<file path="config.mk">
export PLATFORM = sky130hd
export DESIGN_NAME = resource_scoreboard
export DESIGN_NICKNAME = d
export VERILOG_FILES = /design/src/rtl/resource_scoreboard.sv
export SDC_FILE = /design/constraint.sdc
export NUM_CORES = 1
export LEC_CHECK = 0
export ABC_AREA = 1
export CAP_MARGIN = 10
export CORE_ASPECT_RATIO = 1.75
export CORE_MARGIN = 2
export CORE_UTILIZATION = 46
export DETAILED_ROUTE_END_ITERATION = 8
export GPL_ROUTABILITY_DRIVEN = 0
export GPL_TIMING_DRIVEN = 0
export PLACE_DENSITY = 0.9
export SLEW_MARGIN = 20
export SYNTH_ARGS = -nofsm -noshare
export SYNTH_HDL_FRONTEND = slang
export SYNTH_SLANG_ARGS = --single-unit
</file>
<file path="constraint.sdc">
create_clock -name clk -period 2.1 [get_ports clk]
set_clock_uncertainty 0.2 [all_clocks]
set_input_delay 0.315 -clock clk [delete_from_list [all_inputs] [get_ports clk]]
set_output_delay 0.315 -clock clk [all_outputs]
set_load 0.1 [all_outputs]
</file>
<file path="src/rtl/resource_scoreboard.sv">
// Multi-bank memory/accelerator scoreboard with round-robin bank allocation.
// Optional per-bank watchdog reclaim is enabled by defining SCOREBOARD_TIMEOUT_EN.
module resource_scoreboard #(
    parameter int                           SRC_ID_W              = 4,
    parameter int                           OPCODE_W              = 2,
    parameter int                           NUM_MEM               = 2,
    parameter int                           NUM_ACCEL             = 2,
    parameter logic [NUM_MEM*SRC_ID_W-1:0]  MEM_RES_SRC_IDS       = '0,
    parameter logic [NUM_ACCEL*SRC_ID_W-1:0] ACCEL_RES_SRC_IDS    = '0,
    parameter logic [NUM_ACCEL*SRC_ID_W-1:0] ACCEL_FSM_SRC_IDS    = '0,
    parameter int                           TIMEOUT_CYCLES        = 200,
    parameter int                           TIMEOUT_W             = 8,
    parameter logic [OPCODE_W-1:0]          MEM_OPCODE_READ       = 0,
    parameter logic [OPCODE_W-1:0]          MEM_OPCODE_WRITE_ADDR = 1
) (
    input  logic                         clk,
    input  logic                         rst_n,
    input  logic                         req_valid,
    output logic                         req_ready,
    input  logic [SRC_ID_W-1:0]          req_src_id,
    input  logic [OPCODE_W-1:0]          req_opcode,
    input  logic                         ack_valid,
    input  logic [SRC_ID_W-1:0]          ack_src_id,
    output logic                         out_valid,
    output logic [SRC_ID_W-1:0]          out_mem_id,
    output logic [SRC_ID_W-1:0]          out_accel_id,
    output logic                         mem_ready,
    output logic [$clog2(NUM_MEM+1)-1:0] busy_count,
    output logic                         timeout_valid,
    output logic [SRC_ID_W-1:0]          timeout_mem_id
);

    localparam int CNT_W = $clog2(NUM_MEM + 1);
    localparam int IDX_W = (NUM_MEM > 1) ? $clog2(NUM_MEM) : 1;

    typedef enum logic [1:0] {
        FREE   = 2'd0,
        HELD   = 2'd1,
        LOCKED = 2'd2,
        DRAIN  = 2'd3
    } bankState_t;

    bankState_t            bankState_q [NUM_MEM];
    bankState_t            bankState_d [NUM_MEM];
    logic [SRC_ID_W-1:0]   ownerId_q   [NUM_MEM];
    logic [SRC_ID_W-1:0]   ownerId_d   [NUM_MEM];
    logic [SRC_ID_W-1:0]   accelId_q   [NUM_MEM];
    logic [SRC_ID_W-1:0]   accelId_d   [NUM_MEM];
    logic [NUM_MEM-1:0]    ackHit;
    logic [IDX_W-1:0]      rrPtr_q, rrPtr_d;
    logic [CNT_W-1:0]      busyCount_q, busyCount_d;
    logic                  outValid_q, outValid_d;
    logic [SRC_ID_W-1:0]   outMemId_q, outMemId_d;
    logic [SRC_ID_W-1:0]   outAccelId_q, outAccelId_d;

    logic                  isMemOp, anyFree, accept, memGrant, accelGrant;
    logic                  accelMapped, grantFound, drainFreed;
    logic [SRC_ID_W-1:0]   boundAccel;
    logic [IDX_W-1:0]      grantIdx, cand;
    logic                  tmoFire;
    logic [IDX_W-1:0]      tmoIdx;

    function automatic logic [SRC_ID_W-1:0] memResId(input int idx);
        return MEM_RES_SRC_IDS[idx*SRC_ID_W +: SRC_ID_W];
    endfunction

    always_comb begin
        isMemOp = (req_opcode == MEM_OPCODE_READ) || (req_opcode == MEM_OPCODE_WRITE_ADDR);
        anyFree = 1'b0;
        for (int i = 0; i < NUM_MEM; i++) begin
            if (bankState_q[i] == FREE) anyFree = 1'b1;
        end
        accelMapped = 1'b0;
        boundAccel  = '0;
        for (int i = 0; i < NUM_ACCEL; i++) begin
            if (!accelMapped && (ACCEL_FSM_SRC_IDS[i*SRC_ID_W +: SRC_ID_W] == req_src_id)) begin
                accelMapped = 1'b1;
                boundAccel  = ACCEL_RES_SRC_IDS[i*SRC_ID_W +: SRC_ID_W];
            end
        end
        // Round-robin: scan starting one past the last granted bank.
        grantFound = 1'b0;
        grantIdx   = '0;
        cand       = '0;
        for (int k = 1; k <= NUM_MEM; k++) begin
            cand = IDX_W'((int'(rrPtr_q) + k) % NUM_MEM);
            if (!grantFound && (bankState_q[cand] == FREE)) begin
                grantFound = 1'b1;
                grantIdx   = cand;
            end
        end
    end

    assign mem_ready  = anyFree;
    assign req_ready  = !isMemOp || anyFree;
    assign accept     = req_valid && req_ready;
    assign memGrant   = accept && isMemOp && grantFound;
    assign accelGrant = accept && !isMemOp && accelMapped;

`ifdef SCOREBOARD_TIMEOUT_EN
    logic [TIMEOUT_W-1:0]  tmoCnt_q [NUM_MEM];
    logic [TIMEOUT_W-1:0]  tmoCnt_d [NUM_MEM];
    logic                  timeoutValid_q;
    logic [SRC_ID_W-1:0]   timeoutMemId_q;

    always_comb begin
        tmoFire = 1'b0;
        tmoIdx  = '0;
        for (int i = 0; i < NUM_MEM; i++) begin
            if (!tmoFire && (bankState_q[i] != FREE) && !ackHit[i] &&
                (tmoCnt_q[i] >= TIMEOUT_W'(TIMEOUT_CYCLES))) begin
                tmoFire = 1'b1;
                tmoIdx  = IDX_W'(i);
            end
        end
    end

    // Counters hold at the limit so losers of a same-cycle expiry fire later.
    always_comb begin
        for (int i = 0; i < NUM_MEM; i++) begin
            tmoCnt_d[i] = tmoCnt_q[i];
            if ((bankState_d[i] == FREE) || (bankState_d[i] != bankState_q[i])) begin
                tmoCnt_d[i] = '0;
            end else if (tmoCnt_q[i] < TIMEOUT_W'(TIMEOUT_CYCLES)) begin
                tmoCnt_d[i] = tmoCnt_q[i] + TIMEOUT_W'(1);
            end
        end
    end

    always_ff @(posedge clk or negedge rst_n) begin
        if (!rst_n) begin
            for (int i = 0; i < NUM_MEM; i++) tmoCnt_q[i] <= '0;
            timeoutValid_q <= 1'b0;
            timeoutMemId_q <= '0;
        end else begin
            for (int i = 0; i < NUM_MEM; i++) tmoCnt_q[i] <= tmoCnt_d[i];
            timeoutValid_q <= tmoFire;
            timeoutMemId_q <= tmoFire ? memResId(int'(tmoIdx)) : '0;
        end
    end

    assign timeout_valid  = timeoutValid_q;
    assign timeout_mem_id = timeoutMemId_q;
`else
    assign tmoFire        = 1'b0;
    assign tmoIdx         = '0;
    assign timeout_valid  = 1'b0;
    assign timeout_mem_id = '0;
`endif

    always_comb begin
        drainFreed = 1'b0;
        for (int i = 0; i < NUM_MEM; i++) begin
            bankState_d[i] = bankState_q[i];
            ownerId_d[i]   = ownerId_q[i];
            accelId_d[i]   = accelId_q[i];
            ackHit[i]      = 1'b0;
        end
        // Only the lowest-indexed DRAIN bank bound to the acking accelerator frees.
        for (int i = 0; i < NUM_MEM; i++) begin
            if (ack_valid) begin
                case (bankState_q[i])
                    HELD: begin
                        if (ack_src_id == memResId(i)) begin
                            bankState_d[i] = FREE;
                            ackHit[i]      = 1'b1;
                        end
                    end
                    LOCKED: begin
                        if (ack_src_id == memResId(i)) begin
                            bankState_d[i] = (accelId_q[i] == '0) ? FREE : DRAIN;
                            ackHit[i]      = 1'b1;
                        end
                    end
                    DRAIN: begin
                        if (!drainFreed && (ack_src_id == accelId_q[i])) begin
                            bankState_d[i] = FREE;
                            ackHit[i]      = 1'b1;
                            drainFreed     = 1'b1;
                        end
                    end
                    default: ;
                endcase
            end
        end
        if (tmoFire) bankState_d[tmoIdx] = FREE;
        if (memGrant) begin
            bankState_d[grantIdx] = (req_opcode == MEM_OPCODE_READ) ? HELD : LOCKED;
            ownerId_d[grantIdx]   = req_src_id;
            accelId_d[grantIdx]   = (req_opcode == MEM_OPCODE_READ) ? '0
                                  : (accelMapped ? boundAccel : '0);
        end
    end

    always_comb begin
        busyCount_d = '0;
        for (int i = 0; i < NUM_MEM; i++) begin
            if (bankState_d[i] != FREE) busyCount_d = busyCount_d + CNT_W'(1);
        end
        rrPtr_d      = memGrant ? grantIdx : rrPtr_q;
        outValid_d   = memGrant || accelGrant;
        outMemId_d   = memGrant ? memResId(int'(grantIdx)) : '0;
        outAccelId_d = accelGrant ? boundAccel : '0;
    end

    always_ff @(posedge clk or negedge rst_n) begin
        if (!rst_n) begin
            for (int i = 0; i < NUM_MEM; i++) begin
                bankState_q[i] <= FREE;
                ownerId_q[i]   <= '0;
                accelId_q[i]   <= '0;
            end
            rrPtr_q      <= IDX_W'(NUM_MEM - 1);
            busyCount_q  <= '0;
            outValid_q   <= 1'b0;
            outMemId_q   <= '0;
            outAccelId_q <= '0;
        end else begin
            for (int i = 0; i < NUM_MEM; i++) begin
                bankState_q[i] <= bankState_d[i];
                ownerId_q[i]   <= ownerId_d[i];
                accelId_q[i]   <= accelId_d[i];
            end
            rrPtr_q      <= rrPtr_d;
            busyCount_q  <= busyCount_d;
            outValid_q   <= outValid_d;
            outMemId_q   <= outMemId_d;
            outAccelId_q <= outAccelId_d;
        end
    end

    assign out_valid    = outValid_q;
    assign out_mem_id   = outMemId_q;
    assign out_accel_id = outAccelId_q;
    assign busy_count   = busyCount_q;

endmodule
</file>
==> flow_summary.ini <==
[worst_setup_path]
start_kind = flop
crit_family = buffers and inverters
path_buf_inv = 1
cp.arrival_ns = 1.51
end_kind = output port
max_stage_delay_ns = 0.58
critPathRequiredTime_ns = 1.58
worstSetupPathType = flop to output port
crit_slowest_cell = clkdlybuf4s15_2
path_max_fanout = 6
crit_path_cell_trace = o21ai_4, clkdlybuf4s15_2

[detailed_routing]
avgViaCountPerCell = 4.73
dr.first_iter.drc_count = 20
finalWirelength_mm = 2.13
drc_errors = 0
wl_per_cell_um = 10.5
vias = 960
first_pass_iters = 4
ant_nets = 0

[synth]
syn_inst = 143
synth-compound-area-share_pct = 9.59
synth_xor_area_share_pct = 3.31
synth_top_family_by_area = simple AND/OR/NAND/NOR gates
yosysUniqueCellTypes = 26
yosys.area.top_type = dfrtp_1
synth_mux_area_share_pct = 0
ys_top_cells_by_area = dfrtp_1, nand2_1, buf_4
ys_warn_count = 0
ys_seq_elements = 16
yosys.area.top_type_share_pct = 35.5
ys_seq_area_share_pct = 38.0
synth-simple-area-share_pct = 30.2
syn-cell-area_um2 = 1060
syn_avg_cell_area_um2 = 7.39
synthAdderAreaFrac_pct = 1.18

[finish]
nFillCells = 201
drive_gt1_share_pct = 19.7
design_area_um2 = 1400
utilization_pct = 62.3
fin_cells = 203
area_delta_synth_final_pct = 32.3
final_common_cell = nand2_1
antenna_cells = 0
final_cell_mix = nand2_1, inv_1, dfrtp_1
final_nets = 194

[power_and_ir_drop]
comb_power_share_pct = 58.3
power.clock.fraction_pct = 14.8
finalPower_mw = 1.83
seqPwrFrac_pct = 26.9
power.share.switching_pct = 53.4
intPower_uw = 852
peakVddDrop_mv = 1.05
p_leak_nw = 0.800
switchingPower_uw = 979
power_density_nw_per_um2 = 1310

[timing]
slew_headroom_pct = 36.9
tightest_slew_ns = 0.950
hold-worst-slack_ns = 0.285
setup_viol = 0
clock.fmax_mhz = 493
tns_ns = 0
rsz0062_at_grt = no
drv_slew = 0
post-route-min-period_ns = 2.03
worst_slack_ns = 0.0728
hold_viol = 0
fin_crit_sh_pct = 96.5

[clock_network]
htreeDepth = 1
root_buffer = clkbuf_8
cts_sinks = 16
clk_latency_ns = 0.25
clk_pin_slew_ns = 0.06
cts_tree = done
hold_buffers = 0
cts_max_path_buffers = 2
numCtsBuffers = 3

[run]
drv_cap = 0

[die]
num_rows = 23
fp.dieArea_um2 = 2710
fp.dieW_um = 40.2
ioPinCount = 32
start_util_pct = 47.1
die_y_um = 67.4
core_area_um2 = 2240

[place]
port_buffers = 18
dp_cells = 198
dp_hpwl_mm = 1.75
pre_cts_slack_ns = -0.545
dpl_cell_area_um2 = 1330

[run_status]
outcome = completed

[global_routing]
grt_overflow = 0
antenna_found_initial = 0
grt_pass1_vias = 929
grt_max_degree = 17
grt_pass1_wl_mm = 3.46
grt_use_total_pct = 18.8

[worst_hold_path]
hold_path.class = primary input to asynchronous set/reset pin
[metal layers]
metal	wire length [um]	up-vias	part of all wire [%]	track usage [%]
met1	770	434	36	16.4
met2	1180	37	55	35.7
met4	82	0	3.8	13.3
met5	0	-	0	0
li1	-	482	-	-
met3	98	7	4.6	1.64
[final cells by class]
cell class / count / area, um2 / area share, %
buffer: 13 / 97.6 / 6.98
timing repair buffer: 19 / 190 / 13.6
clock buffer: 4 / 55.1 / 3.94
multi-input combinational: 103 / 537 / 38.4
sequential: 16 / 402 / 28.7
inverter: 23 / 86.3 / 6.17
tap: 25 / 31.3 / 2.24
[registers in the layout, indices dropped and copies added (netlist names)]
signal       count
busy_count       2
out_valid        1
accelId_q        8
bankState_q      4
rrPtr_q          1
[power groups by stage]
stage / Sequential, mW / Clock, mW / Combinational, mW
2_1_floorplan: 0.647 / 0 / 0.718
3_3_place_gp: 0.493 / 0 / 1.06
3_5_place_dp: 0.497 / 0 / 1.09
4_1_cts: 0.492 / 0.276 / 1.07
5_1_grt: 0.506 / 0.296 / 1.15
6_report: 0.492 / 0.271 / 1.07
[worst paths after layout]
check | start | end | slack, ns | cells after the start
min in group clk | rrPtr_q$_DFFE_PN1P_ | rrPtr_q$_DFFE_PN1P_ | 0.30 | 2
worst min register to register | rrPtr_q$_DFFE_PN1P_ | rrPtr_q$_DFFE_PN1P_ | 0.30 | 2
worst max-delay path | bankState_q[2]$_DFF_PN0_ | mem_ready | 0.07 | 2
max in group asynchronous | rst_n | accelId_q[5]$_DFFE_PN0P_ | 0.97 | 1
worst max register to register | bankState_q[2]$_DFF_PN0_ | busy_count[0]$_DFF_PN0_ | 0.25 | 7
worst min-delay path | rst_n | busy_count[1]$_DFF_PN0_ | 0.29 | 1
[synth_stat cells (all sizes together)]
cell type  instances
nand3b             1
o21ai              8
a21boi             1
a21oi              4
nor4               1
a21o               1
ha                 1
dfstp              1
nand4              2
conb               1
nand2             41
xnor2              4
dfrtp             15
nor2              17
buf               13
nand3              9
inv               23
[what timing repair did]
action	in CTS	in global routing
endpoints found under the setup margin	5	1
gates resized for setup	11	7
pin swaps	0	1
buffers inserted	0	1
[worst register-to-register path, cell delays in order, from the launching register on]
cell and delay [ns]:
dfrtp_1 0.47, nor2_1 0.26, a21oi_4 0.11, nand2_2 0.15, o21ai_1 0.09, inv_1 0.06, nand3_1 0.10, ha_1 0.30
[logic make-up (layout without fill, tap and decap cells)]
logic type	Yosys count	after routing
and+or+nand+nor	71	71
buffers and inverters	36	59
DFF	16	16
AOI/OAI and AO/OA	14	14
xor gates and xnor gates	4	4
adders and majority gates	1	1
other	1	13
(Power assumes the default switching activity.)
